<file path="config.mk">
export PLATFORM = sky130hd
export DESIGN_NAME = demux_stream
export DESIGN_NICKNAME = d
export VERILOG_FILES = /design/src/rtl/demux_pkg.sv /design/src/rtl/demux_stream_fifo2.sv /design/src/rtl/demux_stream.sv
export SDC_FILE = /design/constraint.sdc
export NUM_CORES = 1
export LEC_CHECK = 0
export CELL_PAD_IN_SITES_DETAIL_PLACEMENT = 2
export CELL_PAD_IN_SITES_GLOBAL_PLACEMENT = 2
export CORE_ASPECT_RATIO = 1.5
export CORE_MARGIN = 4
export CORE_UTILIZATION = 35
export CTS_BUF_LIST = sky130_fd_sc_hd__clkbuf_8 sky130_fd_sc_hd__clkbuf_16
export DETAILED_ROUTE_END_ITERATION = 16
export DONT_BUFFER_PORTS = 1
export PLACE_DENSITY = 0.68
export SETUP_SLACK_MARGIN = 0.1
export SYNTH_ARGS = -nofsm -noshare
export SYNTH_HDL_FRONTEND = slang
export SYNTH_HIERARCHICAL = 1
export SYNTH_SLANG_ARGS = --single-unit
</file>
<file path="constraint.sdc">
create_clock -name clk -period 2.34 [get_ports clk]
set_input_delay 0.468 -clock clk [delete_from_list [all_inputs] [get_ports clk]]
set_output_delay 0.468 -clock clk [all_outputs]
set_load 0.05 [all_outputs]
</file>
<file path="src/rtl/demux_pkg.sv">
// Shared constants and types for the 1-to-2 stream demultiplexer.
package demux_pkg;

  localparam logic SEL_OUT1 = 1'b0;
  localparam logic SEL_OUT2 = 1'b1;
  localparam int   FIFO_DEPTH = 2;

  typedef logic [1:0] fifo_cnt_t;

  localparam fifo_cnt_t CNT_EMPTY = 2'd0;
  localparam fifo_cnt_t CNT_FULL  = 2'd2;

endpackage

</file>
<file path="src/rtl/demux_stream_fifo2.sv">
// Two-entry FIFO with registered head word and registered empty/full flags.
module fifo2
  import demux_pkg::*;
#(
  parameter int WIDTH = 8
) (
  input  logic             clk,
  input  logic             rst,
  input  logic             push,
  input  logic [WIDTH-1:0] push_data,
  input  logic             pop,
  output logic [WIDTH-1:0] head_data,
  output logic             empty,
  output logic             full
);

  logic [WIDTH-1:0] mem_r [FIFO_DEPTH];
  logic [WIDTH-1:0] mem_s [FIFO_DEPTH];
  logic             wr_ptr_r, wr_ptr_s;
  logic             rd_ptr_r, rd_ptr_s;
  fifo_cnt_t        count_r, count_s;
  logic [WIDTH-1:0] head_r, head_s;
  logic             empty_r, full_r;
  logic             do_push_s, do_pop_s;

  // Next-state: storage, pointers, count and the head word that follows them.
  always_comb begin
    do_push_s = push && !full_r;
    do_pop_s  = pop && !empty_r;
    mem_s     = mem_r;
    wr_ptr_s  = wr_ptr_r;
    rd_ptr_s  = rd_ptr_r;
    count_s   = count_r;
    head_s    = head_r;
    case ({do_push_s, do_pop_s})
      2'b10: begin
        mem_s[wr_ptr_r] = push_data;
        wr_ptr_s        = ~wr_ptr_r;
        count_s         = count_r + 2'd1;
        if (empty_r) begin
          head_s = push_data;
        end else begin
          head_s = head_r;
        end
      end
      2'b01: begin
        rd_ptr_s = ~rd_ptr_r;
        count_s  = count_r - 2'd1;
        // Only a full FIFO has a second entry to promote into the head.
        if (full_r) begin
          head_s = mem_r[~rd_ptr_r];
        end else begin
          head_s = head_r;
        end
      end
      2'b11: begin
        // Both allowed only at count 1: the new word becomes the head.
        mem_s[wr_ptr_r] = push_data;
        wr_ptr_s        = ~wr_ptr_r;
        rd_ptr_s        = ~rd_ptr_r;
        head_s          = push_data;
      end
      default: begin
        count_s = count_r;
      end
    endcase
  end

  // State registers; reset discards everything buffered.
  always_ff @(posedge clk) begin
    if (rst) begin
      for (int i = 0; i < FIFO_DEPTH; i++) begin
        mem_r[i] <= '0;
      end
      wr_ptr_r <= 1'b0;
      rd_ptr_r <= 1'b0;
      count_r  <= CNT_EMPTY;
      head_r   <= '0;
      empty_r  <= 1'b1;
      full_r   <= 1'b0;
    end else begin
      mem_r    <= mem_s;
      wr_ptr_r <= wr_ptr_s;
      rd_ptr_r <= rd_ptr_s;
      count_r  <= count_s;
      head_r   <= head_s;
      empty_r  <= (count_s == CNT_EMPTY);
      full_r   <= (count_s == CNT_FULL);
    end
  end

  assign head_data = head_r;
  assign empty     = empty_r;
  assign full      = full_r;

endmodule

</file>
<file path="src/rtl/demux_stream.sv">
// Registered 1-to-2 stream demultiplexer: each destination has its own 2-entry FIFO.
module demux_stream
  import demux_pkg::*;
#(
  parameter int WIDTH = 8
) (
  input  logic             clk,
  input  logic             rst,
  input  logic [WIDTH-1:0] in_data,
  input  logic             in_sel,
  input  logic             in_valid,
  output logic             in_ready,
  output logic [WIDTH-1:0] out1_data,
  output logic             out1_valid,
  input  logic             out1_ready,
  output logic [WIDTH-1:0] out2_data,
  output logic             out2_valid,
  input  logic             out2_ready
);

  logic             full1_s, full2_s;
  logic             empty1_s, empty2_s;
  logic [WIDTH-1:0] head1_s, head2_s;
  logic             sel_full_s, accept_s;
  logic             push1_s, push2_s, pop1_s, pop2_s;

  // Select decode and handshake glue; in_ready never looks at the consumers.
  always_comb begin
    case (in_sel)
      SEL_OUT1: sel_full_s = full1_s;
      SEL_OUT2: sel_full_s = full2_s;
      default:  sel_full_s = 1'b1;
    endcase
    in_ready = !rst && !sel_full_s;
    accept_s = in_valid && in_ready;
    push1_s  = accept_s && (in_sel == SEL_OUT1);
    push2_s  = accept_s && (in_sel == SEL_OUT2);
    pop1_s   = !empty1_s && out1_ready;
    pop2_s   = !empty2_s && out2_ready;
  end

  fifo2 #(.WIDTH(WIDTH)) u_fifo1 (
    .clk       (clk),
    .rst       (rst),
    .push      (push1_s),
    .push_data (in_data),
    .pop       (pop1_s),
    .head_data (head1_s),
    .empty     (empty1_s),
    .full      (full1_s)
  );

  fifo2 #(.WIDTH(WIDTH)) u_fifo2 (
    .clk       (clk),
    .rst       (rst),
    .push      (push2_s),
    .push_data (in_data),
    .pop       (pop2_s),
    .head_data (head2_s),
    .empty     (empty2_s),
    .full      (full2_s)
  );

  assign out1_data  = head1_s;
  assign out1_valid = !empty1_s;
  assign out2_data  = head2_s;
  assign out2_valid = !empty2_s;

endmodule

</file>
* After elaboration in Yosys (flattened, before gate mapping)
Index checks and enable logic that the tools add are counted.
** Storage, ports and cells
- Register bits after elaboration :: 60
- Bits of input ports :: 14
- Output and inout port bits :: 19
- Word-level logic and storage cells :: 96
** Operators by class
- Add/sub/neg operators :: 4
- Order comparisons :: 6
- Eq/ne operators :: 12
- Muxes and demuxes :: 21
- Bitwise gates (word level) :: 9
- Reduce and logical (&&, ||, !) cells :: 28
** Operators with widths (number)
- $mux 8 :: 12
- $pmux 8 s3 :: 2
- $bwmux 16 :: 2
- $demux 8 s1 :: 2
- $eq 2x2->1 const B :: 6
- $logic_and 1x1->1 :: 12
- $ge 2x2->1 const B :: 4
- $ne 2x1->1 const B :: 4
- $not 1->2 :: 4
- $pmux 2 s2 :: 2
- $reduce_or 2->1 :: 4
- $logic_not 1->1 :: 6
- $reduce_and 3->1 :: 2
- $reduce_bool 3->1 :: 2
- $not 1->1 :: 5
- $add 2x1->2 const B :: 2
- $eq 2x1->1 const B :: 2
- $logic_not 2->1 :: 2
- $lt 2x1->1 const B :: 2
- $sub 2x1->2 const B :: 2
- $pmux 1 s2 :: 1

* Logic depth before layout (Yosys ltp)
- Word-level depth :: 10
- Mapped depth :: 9
- Depth with buffers taken out :: 8

* Hierarchy
The synthesis kept the hierarchy.
** Modules (own cells, without submodules)
- fifo2 :: times used 2, cells an instance 138, area each 1376.3 sq um, seq. area each 600.6 sq um
- demux_stream :: times used 1, cells an instance 9, area each 65.1 sq um, seq. area each 0.0 sq um

* Worst setup path after synthesis
OpenSTA, ideal clock, no wires.
- Path kind :: input to output
- Start point :: input port in_sel
- End point :: output port in_ready
- Arrival :: 1.671 ns
- Data required time :: 1.872 ns
- Path slack :: 0.201 ns
- Cell stages on the path :: 1
- Buffers on the path :: 0
- Cell sequence :: a211oi_1
** On the way
- Cells in the longest elaborated chain, start to end :: 4
** RTL lines
- from (decl) :: line demux_stream.sv:10 : input logic in_sel,
- $not 1->1 :: line demux_stream.sv:29 : case (in_sel)
- $pmux 1 s2 * :: line demux_stream.sv:29
- $logic_not 1->1 * :: line demux_stream.sv:34 : in_ready = !rst && !sel_full_s;
- $logic_and 1x1->1 * :: line demux_stream.sv:34
- to (decl) :: line demux_stream.sv:12 : output logic in_ready,
Mark *: on every way between the ends. The rest lies on a longest branch, timed or not.

* Worst setup path after layout
- Start point :: register u_fifo1.full_r, in the netlist u_fifo1/full
- End point :: register u_fifo1.full_r, in the netlist u_fifo1/full
** On the way
- Cells in the longest elaborated chain, start to end :: 9
- Elaborated cells between the ends (all ways) :: 11
- Those cells by class :: eq/ne (3); mux (2); reduce/logical (6)
** RTL lines
- from (decl) :: line demux_stream_fifo2.sv:23 : logic empty_r, full_r;
- from (signal assigned) :: line demux_stream_fifo2.sv:88 : full_r <= (count_s == CNT_FULL);
- $pmux 1 s2 * :: line demux_stream.sv:29
- $logic_not 1->1 * :: line demux_stream.sv:34
- $logic_and 1x1->1 * :: line demux_stream.sv:34
- $logic_and 1x1->1 * :: line demux_stream.sv:35 : accept_s = in_valid && in_ready;
- $logic_and 1x1->1 * :: line demux_stream.sv:36 : push1_s = accept_s && (in_sel == SEL_OUT1);
- named net push1_s :: line demux_stream.sv:25 : logic push1_s, push2_s, pop1_s, pop2_s;
- $logic_and 1x1->1 * :: line demux_stream_fifo2.sv:28 : do_push_s = push && !full_r;
- $eq 2x1->1 or $eq 2x2->1 (tied branches) :: line demux_stream_fifo2.sv:35 : case ({do_push_s, do_pop_s})
- $pmux 2 s2 * :: line demux_stream_fifo2.sv:35
- $eq 2x2->1 * :: line demux_stream_fifo2.sv:88
Mark *: on every way through the listed nets, which the timed path passes. The rest lies on a longest branch.
A chain may end at the register's enable or synchronous reset.

==> impl_metrics.env <==
export IMPL_diodes=0
export IMPL_hold_depth=1
export IMPL_switching_share_pct=22.7
export IMPL_drc_errors=0
export IMPL_avgSynthCellArea_sq_um=9.89
export IMPL_power_switching_mw=0.612
export IMPL_first_global_vias=2144
export IMPL_die_area_sq_um=9580
export IMPL_synth_top_cell_by_area="dfxtp_1"
export IMPL_ant_nets=0
export IMPL_layout_drive_gt1_share_pct=11.7
export IMPL_yosysWarnings=6
export IMPL_clock_path_buffers=2
export IMPL_cts_sinks=60
export IMPL_fillers=875
export IMPL_first_pass_iters=4
export IMPL_port_buffers=0
export IMPL_synthTopCellsByArea="dfxtp_1 (43%), mux2i_1 (23%), nor2_1 (7.2%)"
export IMPL_ys_flop_type="dfxtp_1"
export IMPL_io_pins=33
export IMPL_hold_path_class="primary input to flip-flop"
export IMPL_intPower_mw=2.09
export IMPL_cts_setup_buffers=0
export IMPL_synth_compound_area_share_pct=8.97
export IMPL_grtUsageTotal_pct=14.5
export IMPL_antenna_found_initial=0
export IMPL_final_setup_worst_slack_ns=0.375
export IMPL_synth_fa_ha_area_share_pct=1.78
export IMPL_via_per_inst=5.06
export IMPL_worst_r2r_cell_count=6
export IMPL_coreArea_sq_um=7710
export IMPL_yosysUniqueCellTypes=29
export IMPL_clkTransAtPathRegs_ns=0.05
export IMPL_path_cells="nor3_1 > nand2b_1 > inv_2 > ha_1 > or3_1 > a211oi_2"
export IMPL_critPathArrivalTime_ns=2.21
export IMPL_synthesis_area_sq_um=2820
export IMPL_cp_required_ns=2.59
export IMPL_synthMuxAreaShare_pct=22.7
export IMPL_drt_wl_total_um=6320
export IMPL_whs_ns=0.214
export IMPL_multi_input_area_sq_um=1490
export IMPL_seqCellArea_sq_um=1200
export IMPL_setup_viol=0
export IMPL_synthSimpleGateAreaFrac_pct=16.3
export IMPL_top_layer="met4"
export IMPL_slew_limit_headroom_pct=61.5
export IMPL_power_density_nw_per_um2=836
export IMPL_die_x_um=81.3
export IMPL_worst_pin_slew_ns=0.576
export IMPL_ir_drop_v=0.000498
export IMPL_path_class="flip-flop to flip-flop"
export IMPL_p_total_mw=2.70
export IMPL_area_growth_pct=14.7
export IMPL_hold_viol_final=0
export IMPL_async_flop_share_pct=0
export IMPL_power_leakage_nw=1.39
export IMPL_nNetsFinal=303
export IMPL_fin_skew_ns=0.00790
export IMPL_synth_fp_nets=303
export IMPL_postPlaceCellArea_sq_um=2910
export IMPL_final_cells=392
export IMPL_post_place_cells=376
export IMPL_drt_met1_wl_um=2800
export IMPL_cpPeakStageDelay_ns=0.43
export IMPL_grt_max_degree=79
export IMPL_stdcell_area_sq_um=3230
export IMPL_clk_latency_ns=0.33
export IMPL_cts_tree="built"
export IMPL_grt_overflow_total=0
export IMPL_cpMaxStageDelayCell="or3_1"
export IMPL_period_needed_ns=1.97
export IMPL_yosysMostFrequentCell="mux2i_1"
export IMPL_synth_common_cells="mux2i_1 (64), dfxtp_1 (60), nor2_1 (54)"
export IMPL_hold_buffers=0
export IMPL_fin_crit_sh_pct=84.0
export IMPL_cts_root_buf="clkbuf_16"
export IMPL_rsz0062_at_grt="false"
export IMPL_core_rowCount=39
export IMPL_timing_setup_tns_ns=0
export IMPL_syn_inst=285
export IMPL_clock_fmax_mhz=509
export IMPL_p_clk_share_pct=53.0
export IMPL_slew_viol_final=0
export IMPL_cap_violations=0
export IMPL_cts_max_level=3
export IMPL_die_h_um=118
export IMPL_dp_slack_ns=0.158
export IMPL_cp_max_fo=6
export IMPL_num_vias=1982
export IMPL_grt_pass1_wl_um=10700
export IMPL_wl_per_cell_um=16.1
export IMPL_ys_ff_latch=60
export IMPL_end_kind="flip-flop"
export IMPL_p_seq_share_pct=41.4
export IMPL_yosysSeqAreaShare_pct=42.6
export IMPL_first_iter_violations=80
export IMPL_gp_congestion=0.717
export IMPL_p_comb_share_pct=5.5
export IMPL_wl_met2_um=3100
export IMPL_status="completed"
export IMPL_cts_resized=0
export IMPL_synth_edf_count=0
export IMPL_dp_hpwl_um=4210
export IMPL_wl_met3_um=274
export IMPL_synth_top_family_by_area="multiplexers"
export IMPL_final_core_util_pct=41.9
export IMPL_start_util_pct=36.5
export IMPL_synth_xor_xnor_area_share_pct=3.11
export IMPL_start_kind="flip-flop"
export IMPL_synth_top_area_share_pct=42.6
export IMPL_cts_inserted_buffers=9
## kinds of logic after synthesis
| group | Yosys count |
|---|---|
| mux | 64 |
| fa+ha+maj | 4 |
| buf+inv | 26 |
| simple gates | 92 |
| compound gates | 29 |
| xor+xnor | 10 |
| flops | 60 |
## per-layer routing
| layer | global-route usage, % | vias up |
|---|---|---|
| li1 | - | 966 |
| met1 | 17.3 | 975 |
| met2 | 22.9 | 31 |
| met3 | 4.21 | 10 |
| met4 | 7.93 | 0 |
| met5 | 0 | - |
## worst max-delay path, delay by kind of cell, from the launching register on
kind	cells	cell delay (ns)
flops	1	0.35
simple gates	3	0.90
fa+ha+maj	1	0.30
compound gates	1	0.21
buf+inv	1	0.12
## placed cells by master, fill, tap and decap left out, types with 3 or more instances in the layout
| master | count |
|---|---|
| ha_1 | 4 |
| mux2i_1 | 64 |
| clkbuf_16 | 9 |
| nand2b_1 | 20 |
| o21ai_1 | 4 |
| dfxtp_1 | 60 |
| inv_1 | 4 |
| a21oi_1 | 4 |
| inv_2 | 4 |
| buf_4 | 7 |
| nor2_1 | 54 |
| nor2b_1 | 5 |
| xnor2_1 | 8 |
| a211oi_2 | 3 |
| a211o_1 | 16 |
## power groups by stage
stage                     registers [mW]  logic, mW  clock network, mW
after CTS                           1.12      0.153               1.48
after detailed placement            1.14      0.151                  0
after floorplan                     1.13      0.145                  0
after global routing                1.12      0.166               1.54
after global placement              1.14      0.147                  0
final                               1.12      0.149               1.43
## worst paths after layout
check                    from          endpoint  slack, ns
min                       rst  u_fifo2/wr_ptr_r       0.21
max reg2reg      u_fifo1/full      u_fifo1/full       0.37
min reg2reg  u_fifo2/mem_r[8]  u_fifo2/mem_r[8]       0.50
max              u_fifo1/full      u_fifo1/full       0.37
## area by class of cell
type	instances	area share, %
Tap cell	102	3.95
Clock buffer	10	7.39
Clock inverter	6	2.71
Inverter	8	0.929
Timing Repair Buffer	7	1.63
Sequential cell	60	37.2
Multi-Input combinational cell	199	46.2
## sequential cells by signal, summed over array words and instances (netlist names)
name	count
u_fifo2/empty	1
u_fifo1/head_data	8
u_fifo1/rd_ptr_r	1
u_fifo2/rd_ptr_r	1
u_fifo2/wr_ptr_r	1
u_fifo1/mem_r	16
u_fifo2/mem_r	16
u_fifo1/count_r	2
u_fifo1/wr_ptr_r	1
u_fifo2/count_r	2
u_fifo2/head_data	8
u_fifo1/full	1
u_fifo2/full	1
u_fifo1/empty	1
No activity file was read; power rests on OpenSTA's default activity.
